### config.mk
export PLATFORM = sky130hd
export DESIGN_NAME = layer_sequencer
export DESIGN_NICKNAME = d
export VERILOG_FILES = /design/src/rtl/mito_pkg.sv /design/src/rtl/layer_prog_table.sv /design/src/rtl/layer_sequencer.sv
export SDC_FILE = /design/constraint.sdc
export NUM_CORES = 1
export LEC_CHECK = 0
export BUFFER_PORTS_ARGS = -buffer_cell sky130_fd_sc_hd__buf_2
export CORE_AREA = 2 2 73 75
export CTS_CLUSTER_DIAMETER = 30
export DETAILED_ROUTE_END_ITERATION = 6
export DIE_AREA = 0 0 75 77
export PLACE_DENSITY = 0.68
export SYNTH_ARGS = -nofsm -noshare
export SYNTH_HDL_FRONTEND = slang
export SYNTH_SLANG_ARGS = --single-unit
### constraint.sdc
create_clock -name clk -period 2.2 [get_ports clk]
set_input_delay 0.22 -clock clk [delete_from_list [all_inputs] [get_ports clk]]
set_output_delay 0.22 -clock clk [all_outputs]
set_load 0.01 [all_outputs]
### src/rtl/mito_pkg.sv
// -----------------------------------------------------------------------------
// mito_pkg
// Shared types for the layer sequencer and the datapath engines it drives:
//   layer_t      - layer-type codes stored in the program table
//   seq_state_t  - sequencer FSM states
//   phase_t      - phase encodings shared with the memory/compute engines
// -----------------------------------------------------------------------------
package mito_pkg;

  localparam int LAYER_TYPE_W = 2;

  typedef enum logic [LAYER_TYPE_W-1:0] {
    NONE  = 2'd0,
    CONV  = 2'd1,
    POOL  = 2'd2,
    FULLY = 2'd3
  } layer_t;

  typedef enum logic [2:0] {
    ST_IDLE,
    ST_INIT,
    ST_READ,
    ST_COMP,
    ST_WRITE,
    ST_NEXT,
    ST_FINISH
  } seq_state_t;

  typedef enum logic [2:0] {
    PH_READ    = 3'd0,
    PH_COMP    = 3'd1,
    PH_WRITE   = 3'd2,
    PH_INIT    = 3'd3,
    PH_SUSPEND = 3'd4,
    PH_FINISH  = 3'd5
  } phase_t;

  // Engine-facing phase for a sequencer state; IDLE and NEXT carry no work.
  function automatic phase_t state_phase(input seq_state_t s);
    case (s)
      ST_INIT:   return PH_INIT;
      ST_READ:   return PH_READ;
      ST_COMP:   return PH_COMP;
      ST_WRITE:  return PH_WRITE;
      ST_FINISH: return PH_FINISH;
      default:   return PH_SUSPEND;
    endcase
  endfunction

endpackage

### src/rtl/layer_prog_table.sv
// -----------------------------------------------------------------------------
// layer_prog_table
// MAX_LAYERS x TYPE_W layer program register file.
//   clk, rst_n : clock, asynchronous active-low reset (all entries -> NONE)
//   i_we       : write strobe (already qualified by the sequencer)
//   i_waddr    : write address
//   i_wdata    : layer type to store
//   i_raddr    : combinational read address
//   o_rdata    : layer type at i_raddr (NONE for addresses past the depth)
// -----------------------------------------------------------------------------
module layer_prog_table
  import mito_pkg::*;
#(
  parameter int MAX_LAYERS = 8,
  parameter int TYPE_W     = LAYER_TYPE_W,
  parameter int IDX_W      = $clog2(MAX_LAYERS)
) (
  input  logic              clk,
  input  logic              rst_n,
  input  logic              i_we,
  input  logic [IDX_W-1:0]  i_waddr,
  input  logic [TYPE_W-1:0] i_wdata,
  input  logic [IDX_W-1:0]  i_raddr,
  output logic [TYPE_W-1:0] o_rdata
);

  localparam logic [IDX_W:0]    LP_DEPTH = (IDX_W + 1)'(MAX_LAYERS);
  localparam logic [TYPE_W-1:0] LP_NONE  = TYPE_W'(NONE);

  logic [TYPE_W-1:0] r_entry [MAX_LAYERS];
  logic              w_wr_ok;
  logic              w_rd_ok;

  // Non-power-of-two depths leave unused address codes; keep them inert.
  assign w_wr_ok = i_we && ({1'b0, i_waddr} < LP_DEPTH);
  assign w_rd_ok = ({1'b0, i_raddr} < LP_DEPTH);

  // NOTE: this small register file is reset on purpose: an unloaded entry
  // must read NONE so a stale program can never run after reset.
  always_ff @(posedge clk or negedge rst_n) begin
    if (!rst_n) begin
      for (int i = 0; i < MAX_LAYERS; i++) r_entry[i] <= LP_NONE;
    end else if (w_wr_ok) begin
      r_entry[i_waddr] <= i_wdata;
    end
  end

  assign o_rdata = w_rd_ok ? r_entry[i_raddr] : LP_NONE;

endmodule

### src/rtl/layer_sequencer.sv
// -----------------------------------------------------------------------------
// layer_sequencer
// Steps through a host-loaded table of layer types and runs a
// READ -> COMP -> WRITE handshake with the engines for each layer.
//   start/num_layers : begin a program of num_layers layers (1-cycle pulse)
//   abort            : level, terminates a running program
//   cfg_we/addr/type : table write port, honoured only while idle
//   rd/comp/wr_req   : per-phase requests, held until the matching *_done
//   layer_type/idx   : active layer (NONE / 0 when idle)
//   busy             : INIT through FINISH
//   done/aborted/err : 1-cycle status pulses
// All outputs are registered.
// -----------------------------------------------------------------------------
module layer_sequencer
  import mito_pkg::*;
#(
  parameter int MAX_LAYERS = 8,
  parameter int TYPE_W     = LAYER_TYPE_W,
  parameter int IDX_W      = $clog2(MAX_LAYERS),
  parameter int CNT_W      = $clog2(MAX_LAYERS + 1)
) (
  input  logic              clk,
  input  logic              rst_n,
  input  logic              start,
  input  logic              abort,
  input  logic [CNT_W-1:0]  num_layers,
  input  logic              cfg_we,
  input  logic [IDX_W-1:0]  cfg_addr,
  input  logic [TYPE_W-1:0] cfg_type,
  output logic              rd_req,
  input  logic              rd_done,
  output logic              comp_req,
  input  logic              comp_done,
  output logic              wr_req,
  input  logic              wr_done,
  output logic [TYPE_W-1:0] layer_type,
  output logic [IDX_W-1:0]  layer_idx,
  output logic              busy,
  output logic              done,
  output logic              aborted,
  output logic              err
);

  localparam logic [CNT_W-1:0]  LP_MAX_CNT = CNT_W'(MAX_LAYERS);
  localparam logic [TYPE_W-1:0] LP_NONE    = TYPE_W'(NONE);

  seq_state_t        r_state;
  logic [CNT_W-1:0]  r_count;
  logic [IDX_W-1:0]  r_layer_idx;
  logic [TYPE_W-1:0] r_layer_type;
  logic              r_rd_req;
  logic              r_comp_req;
  logic              r_wr_req;
  logic              r_busy;
  logic              r_done;
  logic              r_aborted;
  logic              r_err;

  logic [IDX_W-1:0]  w_raddr;
  logic [IDX_W-1:0]  w_idx_inc;
  logic [CNT_W-1:0]  w_idx_inc_cnt;
  logic [TYPE_W-1:0] w_rdata;
  logic              w_tab_we;
  logic              w_start_ok;
  logic              w_last;

  // The write commits at the same edge the start is evaluated, so the start
  // check naturally sees the pre-write table[0].
  assign w_tab_we = cfg_we && (r_state == ST_IDLE);

  layer_prog_table #(
    .MAX_LAYERS (MAX_LAYERS),
    .TYPE_W     (TYPE_W),
    .IDX_W      (IDX_W)
  ) u_table (
    .clk     (clk),
    .rst_n   (rst_n),
    .i_we    (w_tab_we),
    .i_waddr (cfg_addr),
    .i_wdata (cfg_type),
    .i_raddr (w_raddr),
    .o_rdata (w_rdata)
  );

  assign w_idx_inc     = r_layer_idx + IDX_W'(1);
  assign w_idx_inc_cnt = CNT_W'(r_layer_idx) + CNT_W'(1);

  // Single read port: entry 0 for the start check, the successor in NEXT,
  // otherwise the active layer.
  always_comb begin
    w_raddr = r_layer_idx;
    case (r_state)
      ST_IDLE: w_raddr = '0;
      ST_NEXT: w_raddr = w_idx_inc;
      default: w_raddr = r_layer_idx;
    endcase
  end

  assign w_start_ok = (num_layers != '0) && (num_layers <= LP_MAX_CNT) &&
                      (w_rdata != LP_NONE);

  // The count test comes first; at the last table slot the successor address
  // wraps, but the count is then necessarily exhausted.
  assign w_last = (w_idx_inc_cnt == r_count) || (w_rdata == LP_NONE);

  // NOTE: all state and outputs use non-blocking assignments so every branch
  // sees the pre-edge values regardless of statement order.
  always_ff @(posedge clk or negedge rst_n) begin
    if (!rst_n) begin
      r_state      <= ST_IDLE;
      r_count      <= '0;
      r_layer_idx  <= '0;
      r_layer_type <= LP_NONE;
      r_rd_req     <= 1'b0;
      r_comp_req   <= 1'b0;
      r_wr_req     <= 1'b0;
      r_busy       <= 1'b0;
      r_done       <= 1'b0;
      r_aborted    <= 1'b0;
      r_err        <= 1'b0;
    end else begin
      r_done    <= 1'b0;
      r_aborted <= 1'b0;
      r_err     <= cfg_we && (r_state != ST_IDLE);

      if (abort && (r_state != ST_IDLE)) begin
        // Abort wins over any *_done sampled in the same cycle.
        r_state      <= ST_IDLE;
        r_rd_req     <= 1'b0;
        r_comp_req   <= 1'b0;
        r_wr_req     <= 1'b0;
        r_busy       <= 1'b0;
        r_layer_type <= LP_NONE;
        r_layer_idx  <= '0;
        r_aborted    <= 1'b1;
      end else begin
        case (r_state)
          ST_IDLE: begin
            if (start) begin
              if (w_start_ok) begin
                r_state      <= ST_INIT;
                r_busy       <= 1'b1;
                r_count      <= num_layers;
                r_layer_idx  <= '0;
                r_layer_type <= w_rdata;
              end else begin
                r_err <= 1'b1;
              end
            end
          end
          ST_INIT: begin
            r_state      <= ST_READ;
            r_rd_req     <= 1'b1;
            r_layer_type <= w_rdata;
          end
          ST_READ: begin
            if (rd_done) begin
              r_state    <= ST_COMP;
              r_rd_req   <= 1'b0;
              r_comp_req <= 1'b1;
            end
          end
          ST_COMP: begin
            if (comp_done) begin
              r_state    <= ST_WRITE;
              r_comp_req <= 1'b0;
              r_wr_req   <= 1'b1;
            end
          end
          ST_WRITE: begin
            if (wr_done) begin
              r_state  <= ST_NEXT;
              r_wr_req <= 1'b0;
            end
          end
          ST_NEXT: begin
            if (w_last) begin
              r_state <= ST_FINISH;
              r_done  <= 1'b1;
            end else begin
              r_state      <= ST_READ;
              r_layer_idx  <= w_idx_inc;
              r_layer_type <= w_rdata;
              r_rd_req     <= 1'b1;
            end
          end
          ST_FINISH: begin
            r_state      <= ST_IDLE;
            r_busy       <= 1'b0;
            r_layer_type <= LP_NONE;
            r_layer_idx  <= '0;
          end
          default: r_state <= ST_IDLE;
        endcase
      end
    end
  end

  assign rd_req     = r_rd_req;
  assign comp_req   = r_comp_req;
  assign wr_req     = r_wr_req;
  assign layer_type = r_layer_type;
  assign layer_idx  = r_layer_idx;
  assign busy       = r_busy;
  assign done       = r_done;
  assign aborted    = r_aborted;
  assign err        = r_err;

endmodule

==> impl_metrics.csv <==
group,metric,value,unit
status,status,"complete, but fails checks",
status,failed_checks,"setup timing",
drt,drt_iter0_drc,159,
drt,wl,6709,um
setup_path,worstPathMaxFanout,8,
setup_path,path_class,"reg2reg",
global_route,grt_max_degree,36,
clock_tree,cts.clk_slew.worst_paths,0.08,ns
timing,rsz0062_at_grt,"yes",
floorplanning,core_area,0.004977,mm2
final_layout,utilization,67.19,%
placed_design,io_buffers,28,
timing,finalCriticalPeriod,2.521,ns
final_layout,fin_cells,388,
pwr,swShare,38.31,%
setup_path,critPathBufInv,2,
setup_path,worst_setup_path_end_kind,"flip-flop",
floorplanning,std_cell_rows,26,
pwr,p_int,2.980,mW
clock_tree,clock_path_buffers,2,
setup_path,crit_required,2.44,ns
synthesis,synth-adder-area-share,0.5128,%
timing,period_share,114.6,%
setup_path,cp-start-kind,"flip-flop",
setup_path,worstPathCellList,"buf_12, mux2_4, a32o_1, a221oi_2, mux2i_2, mux2i_2, buf_4, a21oi_4, o22ai_1, a21o_1",
synthesis,syn_area,0.002440,mm2
global_route,gr-total-overflow,0,
final_layout,regArea,879.6,um2
floorplanning,fp.dieH,77,um
final_layout,drive_gt1_share,52.52,%
pwr,power,4.830,mW
floorplanning,boundaryPins,29,
drt,via_per_inst,5.853,
global_route,grt_pass1_wl,11460,um
synthesis,synth_top_family_by_area,"compound AO/OA/AOI/OAI gates",
setup_path,critical_path_arrival,2.76,ns
synthesis,avgSynthCellArea,10.29,um2
synthesis,synth_edf_count,0,
pwr,leakage,1.450,nW
synthesis,synth_compound_area_share,22.05,%
clock_tree,cts_tree,"yes",
clock_tree,clock_sinks,35,
clock_tree,clk-insertion-delay-late,0.30,ns
setup_path,cpPeakStageDelay,0.48,ns
final_layout,multi_input_area,0.001605,mm2
synthesis,ys_async_sr_fraction,100.0,%
clock_tree,htreeDepth,2,
hold_path,hp-class,"in2async",
synthesis,ys_ff_latch,35,
drt,dr_total_vias,2271,
synthesis,ys_dominant_reg_cell,"dfrtp_1",
setup_path,crit_top_cell,"mux2i_2",
final_layout,antenna_cells,0,
global_route,antenna_found_initial,0,
setup_path,cpLargestDelayFamily,"compound AO/OA/AOI/OAI gates",
placed_design,dp_hpwl,4720,um
synthesis,synthSimpleGateAreaFrac,13.03,%
setup_path,slowest_stage,"dfrtp_2",
final_layout,fill_cells,384,
placed_design,dp.cells,372,
synthesis,yosysWarningCount,0,
pwr,power.density,1444,mW/mm2
floorplanning,dieWidth,75,um
synthesis,ys_types,57,
synthesis,yosys-mux-area-fraction,22.00,%
floorplanning,die_area,0.005775,mm2
timing,hold_violations,0,
global_route,grt_pass1_vias,2325,
timing,timing.final.max_slew_violations,0,
final_layout,syn_to_final_growth,37.08,%
placed_design,globalplace.congestion,0.8566,
timing,max_freq,0.3967,GHz
final_layout,layout.nets,335,
timing,max_slew_margin,46.73,%
drt,firstDrtPassIters,5,
floorplanning,start_util,49.02,%
timing,finalSetupViolCount,14,
run,drv_cap,0,
drt,ant_nets,0,
synthesis,synth_nets,255,
pwr,power.switching,1.851,mW
timing,clock_skew,0.006767,ns
drt,wl_per_cell,17.29,um
pwr,pwr-share-seq,23.6,%
global_route,grt_use_total,25.59,%
pwr,power.clock.fraction,12.7,%
pwr,power_frac_comb,63.6,%
timing,tightest_slew,0.7991,ns
pwr,vdd_drop_max,703.9,uV
clock_tree,cts-root-buf,"clkbuf_8",
synthesis,synth_cells,237,
synthesis,seq_area_frac_synth,35.90,%
synthesis,yosys.area_share.xor_xnor,1.436,%
timing,setup_ws,-0.3208,ns
clock_tree,tritoncts.num_buffers,5,
drt,drc,0,
==> cell usage in the layout, fill, tap and decap left out, types with 6 or more instances in the layout <==
| cell type | synthesis | routed |
|---|---|---|
| mux2i_1 | 13 | 11 |
| dfrtp_1 | 35 | 32 |
| o21ai_0 | 11 | 8 |
| o22ai_1 | 11 | 11 |
| buf_4 | 0 | 53 |
| buf_2 | 5 | 28 |
| nor2_1 | 13 | 11 |
| clkbuf_8 | 0 | 6 |
| mux2_2 | 18 | 17 |
| mux2_4 | 11 | 13 |
| a32o_1 | 11 | 11 |
| nand2_1 | 21 | 21 |
| a221oi_2 | 0 | 8 |
| a21oi_1 | 10 | 9 |
==> logic make-up after synthesis <==
family | after synthesis
compound gates | 72
mux | 45
fa+ha+maj | 1
buf+inv | 19
xor+xnor | 4
simple gates | 61
flops | 35
==> final timing paths <==
| kind | start | slack, ns | cells after the start | to |
|---|---|---|---|---|
| worst max-delay path | layer_idx[0] | -0.32 | 10 | busy |
| worst min-delay path | rst_n | 0.007 | 1 | u_table.r_entry[0] |
| worst max register to register | layer_idx[0] | -0.32 | 10 | busy |
| worst min register to register | busy | 0.48 | 1 | busy |
| max in group asynchronous | rst_n | 1.64 | 1 | layer_idx[1] |
| min in group clk | num_layers[1] | 0.18 | 2 | r_count[1] |
==> sequential cells by signal, summed over array words and instances (netlist names), 2 cells and up <==
register,cells
r_state,3
layer_type,2
layer_idx,3
r_count,4
u_table.r_entry,16
==> metal layers <==
| layer | track usage (%) | wire length, um | share of wire, % |
|---|---|---|---|
| met5 | 0 | 0 | 0 |
| met4 | 9.821 | 201 | 3.0 |
| met3 | 4.862 | 370 | 5.5 |
| met2 | 39.65 | 3103 | 46 |
| met1 | 34.87 | 3033 | 45 |
==> cell type report <==
cell class / instances / share of cell area, %
Multi-Input combinational cell: 183 / 48.00
Sequential cell: 35 / 26.30
Timing Repair Buffer: 87 / 19.00
Tap cell: 70 / 2.619
Clock buffer: 6 / 2.469
Clock inverter: 2 / 1.048
Inverter: 5 / 0.5612
==> repair_timing <==
item | in CTS | in global routing
cloned | 1 | 0
buffers inserted | 5 | 2
gates resized for setup | 15 | 13
hold buffers | 0 | 0
endpoints found under the setup margin | 15 | 15
pin swaps | 4 | 11
==> through the flow <==
| step | hold WS, ns | area (um2) | worst slack (ns) | TNS (ns) |
|---|---|---|---|---|
| 6_report | 0.006594 | 3344 | -0.3208 | -3.643 |
| 4_1_cts | 0.03719 | 3269 | -0.2869 | -3.186 |
| 3_5_place_dp | 0.3652 | 3025 | -0.3204 | -3.462 |
| 3_3_place_gp | 0.3567 | 3025 | -0.2696 | -2.921 |
| 2_1_floorplan | -0.07559 | 2511 | -0.1197 | -0.6841 |
| 5_1_grt | 0.07998 | 3344 | -0.4288 | -5.270 |
==> power by group through the flow <==
stage	Sequential (mW)	Combinational (mW)	Clock (mW)
finish	1.14	3.07	0.616
global route	1.18	3.30	0.656
CTS	1.13	2.93	0.624
detailed placement	1.14	2.67	0
global placement	1.13	2.62	0
floorplan	1.18	1.69	0
==> Yosys cell counts, types with 5 or more instances <==
master    number  area (um2)
a21oi_1       10       50.05
mux2_4        11       165.2
mux2_2        18       202.7
buf_2          5       25.02
a221oi_1       8       70.07
a32o_1        11       110.1
o22ai_1       11       68.82
dfrtp_1       35       875.8
mux2i_1       13       130.1
o21ai_0       11       55.05
nor2_1        13       48.80
nand2_1       21       78.83
==> worst register-to-register path: stages, from the launching register on <==
cell	delay (ns)
dfrtp_2	0.48
buf_12	0.17
mux2_4	0.29
a32o_1	0.21
a221oi_2	0.22
mux2i_2	0.14
mux2i_2	0.28
buf_4	0.18
a21oi_4	0.08
o22ai_1	0.25
a21o_1	0.15
No activity file was read; power rests on OpenSTA's default activity.
